File: config.mk
export PLATFORM = sky130hd
export DESIGN_NAME = multicycle_controller
export DESIGN_NICKNAME = d
export VERILOG_FILES = /design/src/rtl/riscv_pkg.sv /design/src/rtl/alu_decoder.sv /design/src/rtl/multicycle_controller.sv
export SDC_FILE = /design/constraint.sdc
export NUM_CORES = 1
export LEC_CHECK = 0
export ABC_AREA = 1
export BUFFER_PORTS_ARGS = -buffer_cell sky130_fd_sc_hd__buf_2
export CAP_MARGIN = 20
export CORE_UTILIZATION = 35
export DETAILED_ROUTE_END_ITERATION = 8
export GPL_ROUTABILITY_DRIVEN = 0
export PLACE_DENSITY = 0.75
export SLEW_MARGIN = 15
export SYNTH_ARGS = -nofsm -noshare
export SYNTH_HDL_FRONTEND = slang
export SYNTH_SLANG_ARGS = --single-unit
File: constraint.sdc
create_clock -name clk -period 1.3 [get_ports clk]
set_clock_uncertainty 0.05 [all_clocks]
set_input_delay 0.13 -clock clk [delete_from_list [all_inputs] [get_ports clk]]
set_output_delay 0.13 -clock clk [all_outputs]
set_load 0.01 [all_outputs]
File: src/rtl/riscv_pkg.sv
// ---------------------------------------------------------------------------
// riscv_pkg
// Shared definitions for the multi-cycle RV32I controller:
//   - RV32I major opcodes used by the sequencer
//   - alu_ctrl_e : ALU operation encoding driven on aluControl
//   - state_e    : sequencer states
//   - pc_src_e   : PC next-value select
//   - wb_sel_e   : register write-back select
//   - dispatch_state() : DECODE-state opcode dispatch
//   - branch_taken()   : branch condition from funct3 and the ALU zero flag
// ---------------------------------------------------------------------------
package riscv_pkg;

    localparam logic [6:0] OP_REG    = 7'b0110011;
    localparam logic [6:0] OP_IMM    = 7'b0010011;
    localparam logic [6:0] OP_LUI    = 7'b0110111;
    localparam logic [6:0] OP_AUIPC  = 7'b0010111;
    localparam logic [6:0] OP_LOAD   = 7'b0000011;
    localparam logic [6:0] OP_STORE  = 7'b0100011;
    localparam logic [6:0] OP_BRANCH = 7'b1100011;
    localparam logic [6:0] OP_JAL    = 7'b1101111;
    localparam logic [6:0] OP_JALR   = 7'b1100111;

    typedef enum logic [3:0] {
        ALU_ADD  = 4'd0,
        ALU_SUB  = 4'd1,
        ALU_SLL  = 4'd2,
        ALU_SLT  = 4'd3,
        ALU_SLTU = 4'd4,
        ALU_XOR  = 4'd5,
        ALU_SRL  = 4'd6,
        ALU_SRA  = 4'd7,
        ALU_OR   = 4'd8,
        ALU_AND  = 4'd9
    } alu_ctrl_e;

    typedef enum logic [3:0] {
        FETCH    = 4'd0,
        DECODE   = 4'd1,
        EXEC_R   = 4'd2,
        EXEC_I   = 4'd3,
        EXEC_U   = 4'd4,
        ALU_WB   = 4'd5,
        MEM_ADDR = 4'd6,
        MEM_RD   = 4'd7,
        MEM_WB   = 4'd8,
        MEM_WR   = 4'd9,
        BRANCH   = 4'd10,
        JUMP     = 4'd11,
        ILLEGAL  = 4'd12
    } state_e;

    typedef enum logic [1:0] {
        PC_PLUS4  = 2'd0,
        PC_BRANCH = 2'd1,
        PC_JAL    = 2'd2,
        PC_JALR   = 2'd3
    } pc_src_e;

    typedef enum logic [1:0] {
        WB_ALU  = 2'd0,
        WB_MEM  = 2'd1,
        WB_PC4  = 2'd2,
        WB_UIMM = 2'd3
    } wb_sel_e;

    // State entered after DECODE for a given major opcode.
    function automatic state_e dispatch_state(input logic [6:0] opcode);
        state_e s;
        case (opcode)
            OP_REG:             s = EXEC_R;
            OP_IMM:             s = EXEC_I;
            OP_LUI, OP_AUIPC:   s = EXEC_U;
            OP_LOAD, OP_STORE:  s = MEM_ADDR;
            OP_BRANCH:          s = BRANCH;
            OP_JAL, OP_JALR:    s = JUMP;
            default:            s = ILLEGAL;
        endcase
        return s;
    endfunction

    // The ALU computes SUB for BEQ/BNE and SLT/SLTU for the ordered compares.
    // For SLT/SLTU the result is 1 (not zero) when rs1 < rs2, so "less than"
    // corresponds to isZero=0.
    function automatic logic branch_taken(input logic [2:0] funct3,
                                          input logic       is_zero);
        logic taken;
        case (funct3)
            3'b000:         taken = is_zero;    // BEQ
            3'b001:         taken = !is_zero;   // BNE
            3'b100, 3'b110: taken = !is_zero;   // BLT, BLTU
            3'b101, 3'b111: taken = is_zero;    // BGE, BGEU
            default:        taken = 1'b0;
        endcase
        return taken;
    endfunction

endpackage

File: src/rtl/alu_decoder.sv
// ---------------------------------------------------------------------------
// alu_decoder
// Combinational ALU operation decode shared by the R-type, I-type and branch
// execute states.
// Ports:
//   i_funct3      : instr[14:12]
//   i_funct7_5    : instr[30]
//   i_is_alu_reg  : 1 for R-type, 0 for I-type (SUB only exists in R-type)
//   i_is_branch   : 1 selects the compare operation for conditional branches
//   o_alu_ctrl    : decoded ALU operation
// ---------------------------------------------------------------------------
module alu_decoder
    import riscv_pkg::*;
(
    input  logic [2:0] i_funct3,
    input  logic       i_funct7_5,
    input  logic       i_is_alu_reg,
    input  logic       i_is_branch,
    output alu_ctrl_e  o_alu_ctrl
);

    always_comb begin
        o_alu_ctrl = ALU_ADD;
        if (i_is_branch) begin
            case (i_funct3)
                3'b000, 3'b001: o_alu_ctrl = ALU_SUB;
                3'b100, 3'b101: o_alu_ctrl = ALU_SLT;
                3'b110, 3'b111: o_alu_ctrl = ALU_SLTU;
                default:        o_alu_ctrl = ALU_SUB;
            endcase
        end else begin
            case (i_funct3)
                // In I-type, instr[30] is an immediate bit, so ADDI never subtracts.
                3'b000: o_alu_ctrl = (i_is_alu_reg && i_funct7_5) ? ALU_SUB : ALU_ADD;
                3'b001: o_alu_ctrl = ALU_SLL;
                3'b010: o_alu_ctrl = ALU_SLT;
                3'b011: o_alu_ctrl = ALU_SLTU;
                3'b100: o_alu_ctrl = ALU_XOR;
                // SRAI/SRA share the funct7[5] encoding in both formats.
                3'b101: o_alu_ctrl = i_funct7_5 ? ALU_SRA : ALU_SRL;
                3'b110: o_alu_ctrl = ALU_OR;
                3'b111: o_alu_ctrl = ALU_AND;
                default: o_alu_ctrl = ALU_ADD;
            endcase
        end
    end

endmodule

File: src/rtl/multicycle_controller.sv
// ---------------------------------------------------------------------------
// multicycle_controller
// Sequencer turning the RV32I datapath into a multi-cycle machine that shares
// one memory port between instruction fetch and load/store.
//
// Configuration macro: CTRL_ILLEGAL_TRAP_EN
//   defined   : an illegal opcode parks the FSM in ILLEGAL with trap=1 until reset
//   undefined : an illegal opcode retires as a NOP, trap tied low
//
// Ports:
//   clk, reset           : clock, asynchronous active-high reset
//   instr                : IR contents (valid from DECODE onward)
//   isZero               : ALU zero flag
//   mem_ready            : memory completes the current access this cycle
//   mem_req/mem_we       : memory request / store qualifier
//   addr_sel             : 0 = PC address, 1 = ALU result address
//   ir_write, pc_write   : IR / PC write enables
//   pc_src, wb_sel       : PC next-value and write-back selects
//   isALUreg, regWrite, isJAL, isJALR, isBranch : datapath strobes
//   aluControl           : ALU operation
//   retire               : one pulse per completed instruction
//   trap                 : illegal instruction held
// ---------------------------------------------------------------------------
module multicycle_controller
    import riscv_pkg::*;
#(
    parameter int ALU_CTRL_W = 4,
    parameter int XLEN       = 32
) (
    input  logic                  clk,
    input  logic                  reset,
    input  logic [XLEN-1:0]       instr,
    input  logic                  isZero,
    input  logic                  mem_ready,
    output logic                  mem_req,
    output logic                  mem_we,
    output logic                  addr_sel,
    output logic                  ir_write,
    output logic                  pc_write,
    output logic [1:0]            pc_src,
    output logic [1:0]            wb_sel,
    output logic                  isALUreg,
    output logic                  regWrite,
    output logic                  isJAL,
    output logic                  isJALR,
    output logic                  isBranch,
    output logic [ALU_CTRL_W-1:0] aluControl,
    output logic                  retire,
    output logic                  trap
);

    state_e     r_state;
    alu_ctrl_e  w_dec_alu;
    alu_ctrl_e  w_alu_sel;
    logic [6:0] w_opcode;
    logic [2:0] w_funct3;
    logic       w_funct7_5;
    logic       w_is_reg_op;
    logic       w_is_branch_op;
    logic       w_unused_instr;

    assign w_opcode       = instr[6:0];
    assign w_funct3       = instr[14:12];
    assign w_funct7_5     = instr[30];
    assign w_is_reg_op    = (w_opcode == OP_REG);
    assign w_is_branch_op = (w_opcode == OP_BRANCH);

    // Register/immediate fields are consumed by the datapath, not here.
    assign w_unused_instr = ^{instr[XLEN-1:31], instr[29:15], instr[11:7]};

    alu_decoder u_alu_decoder (
        .i_funct3     (w_funct3),
        .i_funct7_5   (w_funct7_5),
        .i_is_alu_reg (w_is_reg_op),
        .i_is_branch  (w_is_branch_op),
        .o_alu_ctrl   (w_dec_alu)
    );

    // -----------------------------------------------------------------------
    // State sequencing
    // -----------------------------------------------------------------------
    always_ff @(posedge clk or posedge reset) begin
        if (reset) begin
            r_state <= FETCH;
        end else begin
            case (r_state)
                FETCH:    if (mem_ready) r_state <= DECODE;
                DECODE:   r_state <= dispatch_state(w_opcode);
                EXEC_R,
                EXEC_I,
                EXEC_U:   r_state <= ALU_WB;
                ALU_WB:   r_state <= FETCH;
                MEM_ADDR: r_state <= (w_opcode == OP_STORE) ? MEM_WR : MEM_RD;
                MEM_RD:   if (mem_ready) r_state <= MEM_WB;
                MEM_WB:   r_state <= FETCH;
                MEM_WR:   if (mem_ready) r_state <= FETCH;
                BRANCH,
                JUMP:     r_state <= FETCH;
`ifdef CTRL_ILLEGAL_TRAP_EN
                ILLEGAL:  r_state <= ILLEGAL;
`else
                ILLEGAL:  r_state <= FETCH;
`endif
                default:  r_state <= FETCH;
            endcase
        end
    end

    // -----------------------------------------------------------------------
    // Output decode from the registered state.
    // A few strobes must react to mem_ready/isZero in the same cycle (IR load,
    // store completion, branch direction), so outputs are decoded here rather
    // than registered. Masking with reset forces every output low while reset
    // is held, which also drops an in-flight memory request immediately.
    // Outputs of the wait states depend only on r_state, so mem_req, mem_we
    // and addr_sel cannot move before the mem_ready cycle.
    // -----------------------------------------------------------------------
    always_comb begin
        mem_req   = 1'b0;
        mem_we    = 1'b0;
        addr_sel  = 1'b0;
        ir_write  = 1'b0;
        pc_write  = 1'b0;
        pc_src    = PC_PLUS4;
        wb_sel    = WB_ALU;
        isALUreg  = 1'b0;
        regWrite  = 1'b0;
        isJAL     = 1'b0;
        isJALR    = 1'b0;
        isBranch  = 1'b0;
        w_alu_sel = ALU_ADD;
        retire    = 1'b0;
        trap      = 1'b0;

        if (!reset) begin
            case (r_state)
                FETCH: begin
                    mem_req  = 1'b1;
                    ir_write = mem_ready;
                end
                DECODE: begin
                end
                EXEC_R: begin
                    isALUreg  = 1'b1;
                    w_alu_sel = w_dec_alu;
                end
                EXEC_I: begin
                    w_alu_sel = w_dec_alu;
                end
                EXEC_U: begin
                    // AUIPC adds via the default ALU_ADD; LUI bypasses the ALU.
                    if (w_opcode == OP_LUI) wb_sel = WB_UIMM;
                end
                ALU_WB: begin
                    // Keep the execute-cycle operation stable so the write-back
                    // value is still valid while regWrite is high.
                    isALUreg  = w_is_reg_op;
                    if (w_is_reg_op || (w_opcode == OP_IMM)) w_alu_sel = w_dec_alu;
                    if (w_opcode == OP_LUI) wb_sel = WB_UIMM;
                    regWrite  = 1'b1;
                    pc_write  = 1'b1;
                    retire    = 1'b1;
                end
                MEM_ADDR: begin
                    w_alu_sel = ALU_ADD;
                end
                MEM_RD: begin
                    mem_req  = 1'b1;
                    addr_sel = 1'b1;
                end
                MEM_WB: begin
                    regWrite = 1'b1;
                    wb_sel   = WB_MEM;
                    pc_write = 1'b1;
                    retire   = 1'b1;
                end
                MEM_WR: begin
                    mem_req  = 1'b1;
                    mem_we   = 1'b1;
                    addr_sel = 1'b1;
                    pc_write = mem_ready;
                    retire   = mem_ready;
                end
                BRANCH: begin
                    isBranch  = 1'b1;
                    w_alu_sel = w_dec_alu;
                    pc_write  = 1'b1;
                    retire    = 1'b1;
                    pc_src    = branch_taken(w_funct3, isZero) ? PC_BRANCH : PC_PLUS4;
                end
                JUMP: begin
                    isJAL    = (w_opcode == OP_JAL);
                    isJALR   = (w_opcode != OP_JAL);
                    regWrite = 1'b1;
                    wb_sel   = WB_PC4;
                    pc_src   = (w_opcode == OP_JAL) ? PC_JAL : PC_JALR;
                    pc_write = 1'b1;
                    retire   = 1'b1;
                end
                ILLEGAL: begin
`ifdef CTRL_ILLEGAL_TRAP_EN
                    trap     = 1'b1;
`else
                    pc_write = 1'b1;
                    retire   = 1'b1;
`endif
                end
                default: begin
                end
            endcase
        end
    end

    assign aluControl = ALU_CTRL_W'(w_alu_sel);

endmodule

; Yosys cells after proc, flatten, opt, wreduce, memory -nomap -nowiden
; Index checks and enable logic that the tools add are counted.
[totals]
register_bits = 4
input_bits = 36
output_inout_bits = 20
wordCells = 97
[op_classes]
n_eq_ne = 32
mux = 44
n_reduce_logical = 20
[op_table]
columns = op, count
row1 = 4-bit case mux with 6 select lines, 2
row2 = 4-bit case mux with 8 select lines, 1
row3 = 4-bit 2-to-1 mux, 7
row4 = 1-bit 2-to-1 mux, 24
row5 = 7-bit by 6-bit == test with 1-bit output (second input constant), 3
row6 = 7-bit == test (second input constant), 3
row7 = 4-bit == test (second input constant), 5
row8 = 3-bit OR reduction, 6
row9 = 4-bit by 3-bit == test with 1-bit output (second input constant), 4
row10 = 7-bit by 5-bit == test with 1-bit output (second input constant), 2
row11 = 2-bit OR reduction, 7
row12 = 3-bit == test (second input constant), 4
row13 = 4-bit by 2-bit == test with 1-bit output (second input constant), 2
row14 = 4-bit case mux with 2 select lines, 1
row15 = 7-bit by 2-bit == test with 1-bit output (second input constant), 1
row16 = 7-bit != test (second input constant), 1
row17 = 3-bit by 2-bit == test with 1-bit output (second input constant), 2
row18 = 2-bit 2-to-1 mux, 3
row19 = 2-bit != test (second input constant), 3
row20 = 1-bit case mux with 2 select lines, 3
row21 = 2-bit case mux with 3 select lines, 1
row22 = 3-bit case mux with 2 select lines, 1
row23 = 5-bit OR reduction, 1
row24 = 4-bit by 1-bit == test with 1-bit output (second input constant), 1
row25 = other kinds (8), 8

; Logic depth before layout (Yosys ltp)
[logic_depth]
depth_word = 8
ltp_mapped = 9
ltp_nobuf = 9

; Modules after synthesis
; A second synthesis with hierarchy kept.
[hier_totals]
cells_unflattened = 159
area_unflattened_um2 = 790.8
[modules_own_cells]
columns = mod, instances, cells_per_inst, area_each_um2, seq_area_each_um2
row1 = multicycle_controller, 1, 130, 676.9, 100.1
row2 = alu_decoder, 1, 29, 113.9, 0.0

; Worst setup path after synthesis
; Ideal clock, no wire load.
[synth_timing]
path_type = reg-to-output
from = register r_state[2]
to = output port retire
arrival_time_ns = 1.321
required_time_ns = 1.120
path_slack_ns = -0.201
path_stages_with_launch = 7
n_path_buf = 1
path_cell_list = dfrtp_1 -> nor2_2 -> inv_2 -> nor3_1 -> nor3_1 -> a21oi_1 -> buf_4
[synth_between]
elab_chain_len = 4
word_cells_on_any_way = 9
classes_between = 6 x eq/ne / 2 x mux / 1 x reduce/logical
[synth_lines]
columns = item, line
row1 = "start, declared", multicycle_controller.sv:52  ; state_e r_state;
row2 = "start signal, assigned", multicycle_controller.sv:88  ; DECODE: r_state <= dispatch_state(w_opcode);
row3 = "start signal, assigned", multicycle_controller.sv:93  ; MEM_ADDR: r_state <= (w_opcode == OP_STORE) ? MEM_WR : MEM_RD;
row4 = 4-bit == test / 4-bit by 3-bit == test with 1-bit output (equally long branches), -
row5 = 5-bit OR reduction (no source line), -
row6 = 1-bit case mux with 2 select lines *, -
row7 = 1-bit 2-to-1 mux *, -
row8 = "end, declared", multicycle_controller.sv:48  ; output logic retire,
; Every way passes the cells marked *; elsewhere a longest branch is shown, timed or not.

; Worst setup path in the final report
[layout_timing]
from = register r_state[3]
to = output port aluControl[3]
[layout_between]
elab_chain_len = 4
word_cells_on_any_way = 7
classes_between = 4 x eq/ne / 2 x mux / 1 x reduce/logical
[layout_lines]
columns = item, line
row1 = 4-bit == test / 4-bit by 2-bit == test with 1-bit output (equally long branches), multicycle_controller.sv:136  ; case (r_state)
row2 = 3-bit OR reduction (no source line), -
row3 = 4-bit case mux with 2 select lines *, multicycle_controller.sv:136
row4 = 4-bit 2-to-1 mux *, multicycle_controller.sv:135  ; if (!reset) begin
row5 = "end, declared", multicycle_controller.sv:47  ; output logic [ALU_CTRL_W-1:0] aluControl,
; Marks and branches as above.

==> metrics <==
Buf+Inv Stages, Crit Path=2; antenna-violating nets left=0; antenna violations before repair=0; FF+latch count, synth=4; most frequent cells in the layout=buf_2 (32), buf_4 (30), inv_1 (23), nand2_1 (23), nand3_1 (11); final worst slack=-466.8 ps; share of cells above drive strength 1=0.5442; Worst Setup End Kind=primary output; reg-to-reg startpoint=r_state[0]; Power Internal=930.1 uW; Detailed Routing Iterations Pass 1=4; # rows=16; die area=2450 um^2; register area share after synthesis=0.1268; hold_ws=195.0 ps; P per Cell Area=between 1000 and 1500 nW/um^2; Max Fanout on Critical Path=3; RSZ-0062 raised after global routing=yes; leak pwr=0.0007981 uW; Vias/cell=5.091; area of the multi-input gates=700.7 um^2; xor/xnor cell area share of the yosys netlist=0.01109; Final Hold Fails=0; Yosys cell types=27; Simple-Gate Fraction of Synth Area=0.4723; pins over their slew limit=0; fmax=between 0.5 and 0.6 GHz; # placed instances=229; R2R cell count=10; worst skew pair latency=240 ps; Switching Power=881.5 uW; cts bufs inserted=3; final setup TNS=-7167 ps; syn_nets=186; TritonCTS Sinks=4; Routed WL=approximately 3000 um; final net count=253; aggregate global routing overflow=0; hold path depth=4; initial core utilization=0.3866; worst path arrival time=around 1600 ps; fin area=1430 um^2; via count=1,232; Avg Inst Size Synth=between 5 and 6 um^2; sequential power share=0.141; Post-Layout Cell Count=242; HPWL after DPL=a little under 2000 um; # diodes=0; Clock Power Share=0.088; post-synthesis mux area share=0; switch share=0.4866; Data required, critical path=1120 ps; Die Span X=around 49 um; Max-Cap Viols=0; clock buffer depth=2; min-delay worst type=primary input to flop; Area growth syn-to-layout=81.14%; Reg with most FFs=r_state; PortBufs=33; first-pass GRT wire length=~4600 um; Layout Utilization=0.7004; I/O Pins=56; delay-heaviest family, CP=simple AND/OR/NAND/NOR gates; min Tclk post-route=between 1500 and 2000 ps; FF/Latch Area=105.1 um^2; largest net degree at the start of global routing=13; Root Driver=clkbuf_4; Setup-failing EPs final=23; run status=complete, but fails checks; reg-to-reg slack, setup=-150 ps; Mapped Area=789.5 um^2; Crit Path Class=flop to primary output; origin of the worst min-delay path=mem_ready; number of flip-flops in the largest register=4; Compound-Gate Fraction of Synth Area=0.1965; routed wire length per instance=12.38 um; Synth Area in Adders=0; drt drc=0; critical-path cell list=inv_4 > nand2_8 > nor2_4 > a21oi_2 > or2_4 > nor2_2 > buf_2; H-tree depth=1; Reg clk slew, reported paths=40 ps; largest registers=r_state x4; chip height=between 40 and 50 um; main combinational cell family by area after synthesis=simple AND/OR/NAND/NOR gates; WHS Endpoint=r_state[3]; Peak VDD IR=0.7826 mV; vias in the first global route=~1,100; Tcrit/Tclk final=1.359; CORE AREA=2042 um^2; power share of the combinational group=0.771; commonest non-fill, non-tap cell in the layout=buf_2; slowest CP cell=dfrtp_2; 1st-iter DRT viols=36; FILL cells=171; failing checks=setup timing; yosys warns=0; total track usage=0.2397; cells after synthesis=150; Reg-to-Reg End=r_state[3]; Placement Cell Area=1189 um^2; CTS tree=yes; largest stage delay on the critical path=440 ps; Worst Setup Start Kind=flop
[power by group through the flow]
stage	combinational, uW	clock (uW)	sequential [uW]
floorplan	546	0	222
global placement	936	0	228
detailed placement	958	0	232
CTS	1190	154	240
global route	1510	179	262
finish	1400	159	256
[layout make-up]
type,instances,share of cell area
Multi-Input combinational cell,109,0.4899
Timing Repair Buffer,67,0.3080
Inverter,32,0.08924
Sequential cell,4,0.07349
Tap cell,27,0.02362
Clock buffer,3,0.01575
[worst max-delay path by stage]
| stage | startpoint | to | slack (ps) | cells past startpoint |
|---|---|---|---|---|
| 6_report | r_state[3] | aluControl[3] | -470 | 7 |
| 3_5_place_dp | r_state[3] | regWrite | -200 | 8 |
| 5_1_grt | r_state[3] | aluControl[3] | -530 | 7 |
| 2_1_floorplan | r_state[2] | aluControl[1] | -70 | 6 |
| 3_3_place_gp | r_state[0] | aluControl[1] | -170 | 7 |
| 4_1_cts | r_state[1] | aluControl[1] | -410 | 7 |
[routing by layer]
layer / vias up / track usage / wire, um
li1: 603 / - / -
met2: 49 / 0.4680 / 1557
met5: - / 0 / 0
met1: 568 / 0.2491 / 1227
met4: 0 / 0.1048 / 83
met3: 12 / 0.03395 / 127
[worst register-to-register path, stage by stage (launching register included)]
cell and delay, ps:
dfrtp_2 420, buf_4 150, nand2_2 120, inv_1 90, nand2_4 90, buf_4 100
inv_1 40, a21oi_1 100, nand2_1 70, nand2_1 50, nand2_1 50
[per-stage QoR]
stage / total power, uW / setup WS [ps]
CTS: 1585 / -407.0
global route: 1950 / -528.3
finish: 1812 / -466.8
global placement: 1164 / -166.2
detailed placement: 1190 / -204.8
floorplan: 767.5 / -74.25
[cell usage after synthesis]
cell type / number / area [um^2]
nand3_1: 13 / 65.06
nor2_1: 18 / 67.56
nor2_4: 2 / 22.52
buf_4: 2 / 15.01
buf_2: 2 / 10.01
nand4_1: 1 / 6.260
inv_2: 5 / 18.77
nor3_2: 1 / 10.01
nand2_2: 1 / 6.260
o21ai_0: 10 / 50.05
nor2_2: 5 / 31.28
o211ai_1: 3 / 22.52
nor3_1: 7 / 35.03
clkbuf_1: 1 / 3.750
o31ai_1: 1 / 7.510
or2_1: 1 / 6.260
a21oi_1: 11 / 55.05
o21ai_1: 1 / 5.000
inv_1: 27 / 101.4
nor4_1: 2 / 12.51
a21oi_2: 1 / 8.760
nand2_1: 27 / 101.4
xor2_1: 1 / 8.760
or2_4: 1 / 8.760
o22ai_1: 1 / 6.260
conb_1: 1 / 3.750
dfrtp_1: 4 / 100.1
[timing repair]
action | CTS | global route
endpoints found under the hold margin | 4 | 0
pin swaps | 11 | 7
gates resized for setup | 23 | 14
hold buffers | 1 | 0
setup buffers | 6 | 5
setup endpoints to repair | 23 | 23
[logic make-up after synthesis]
kind of cell           Yosys count
AND/OR/NAND/NOR                 79
flip-flops                       4
XOR/XNOR                         1
AO/OA/AOI/OAI                   28
buffers and inverters           37
other                            1
No activity file was read; power rests on OpenSTA's default activity.
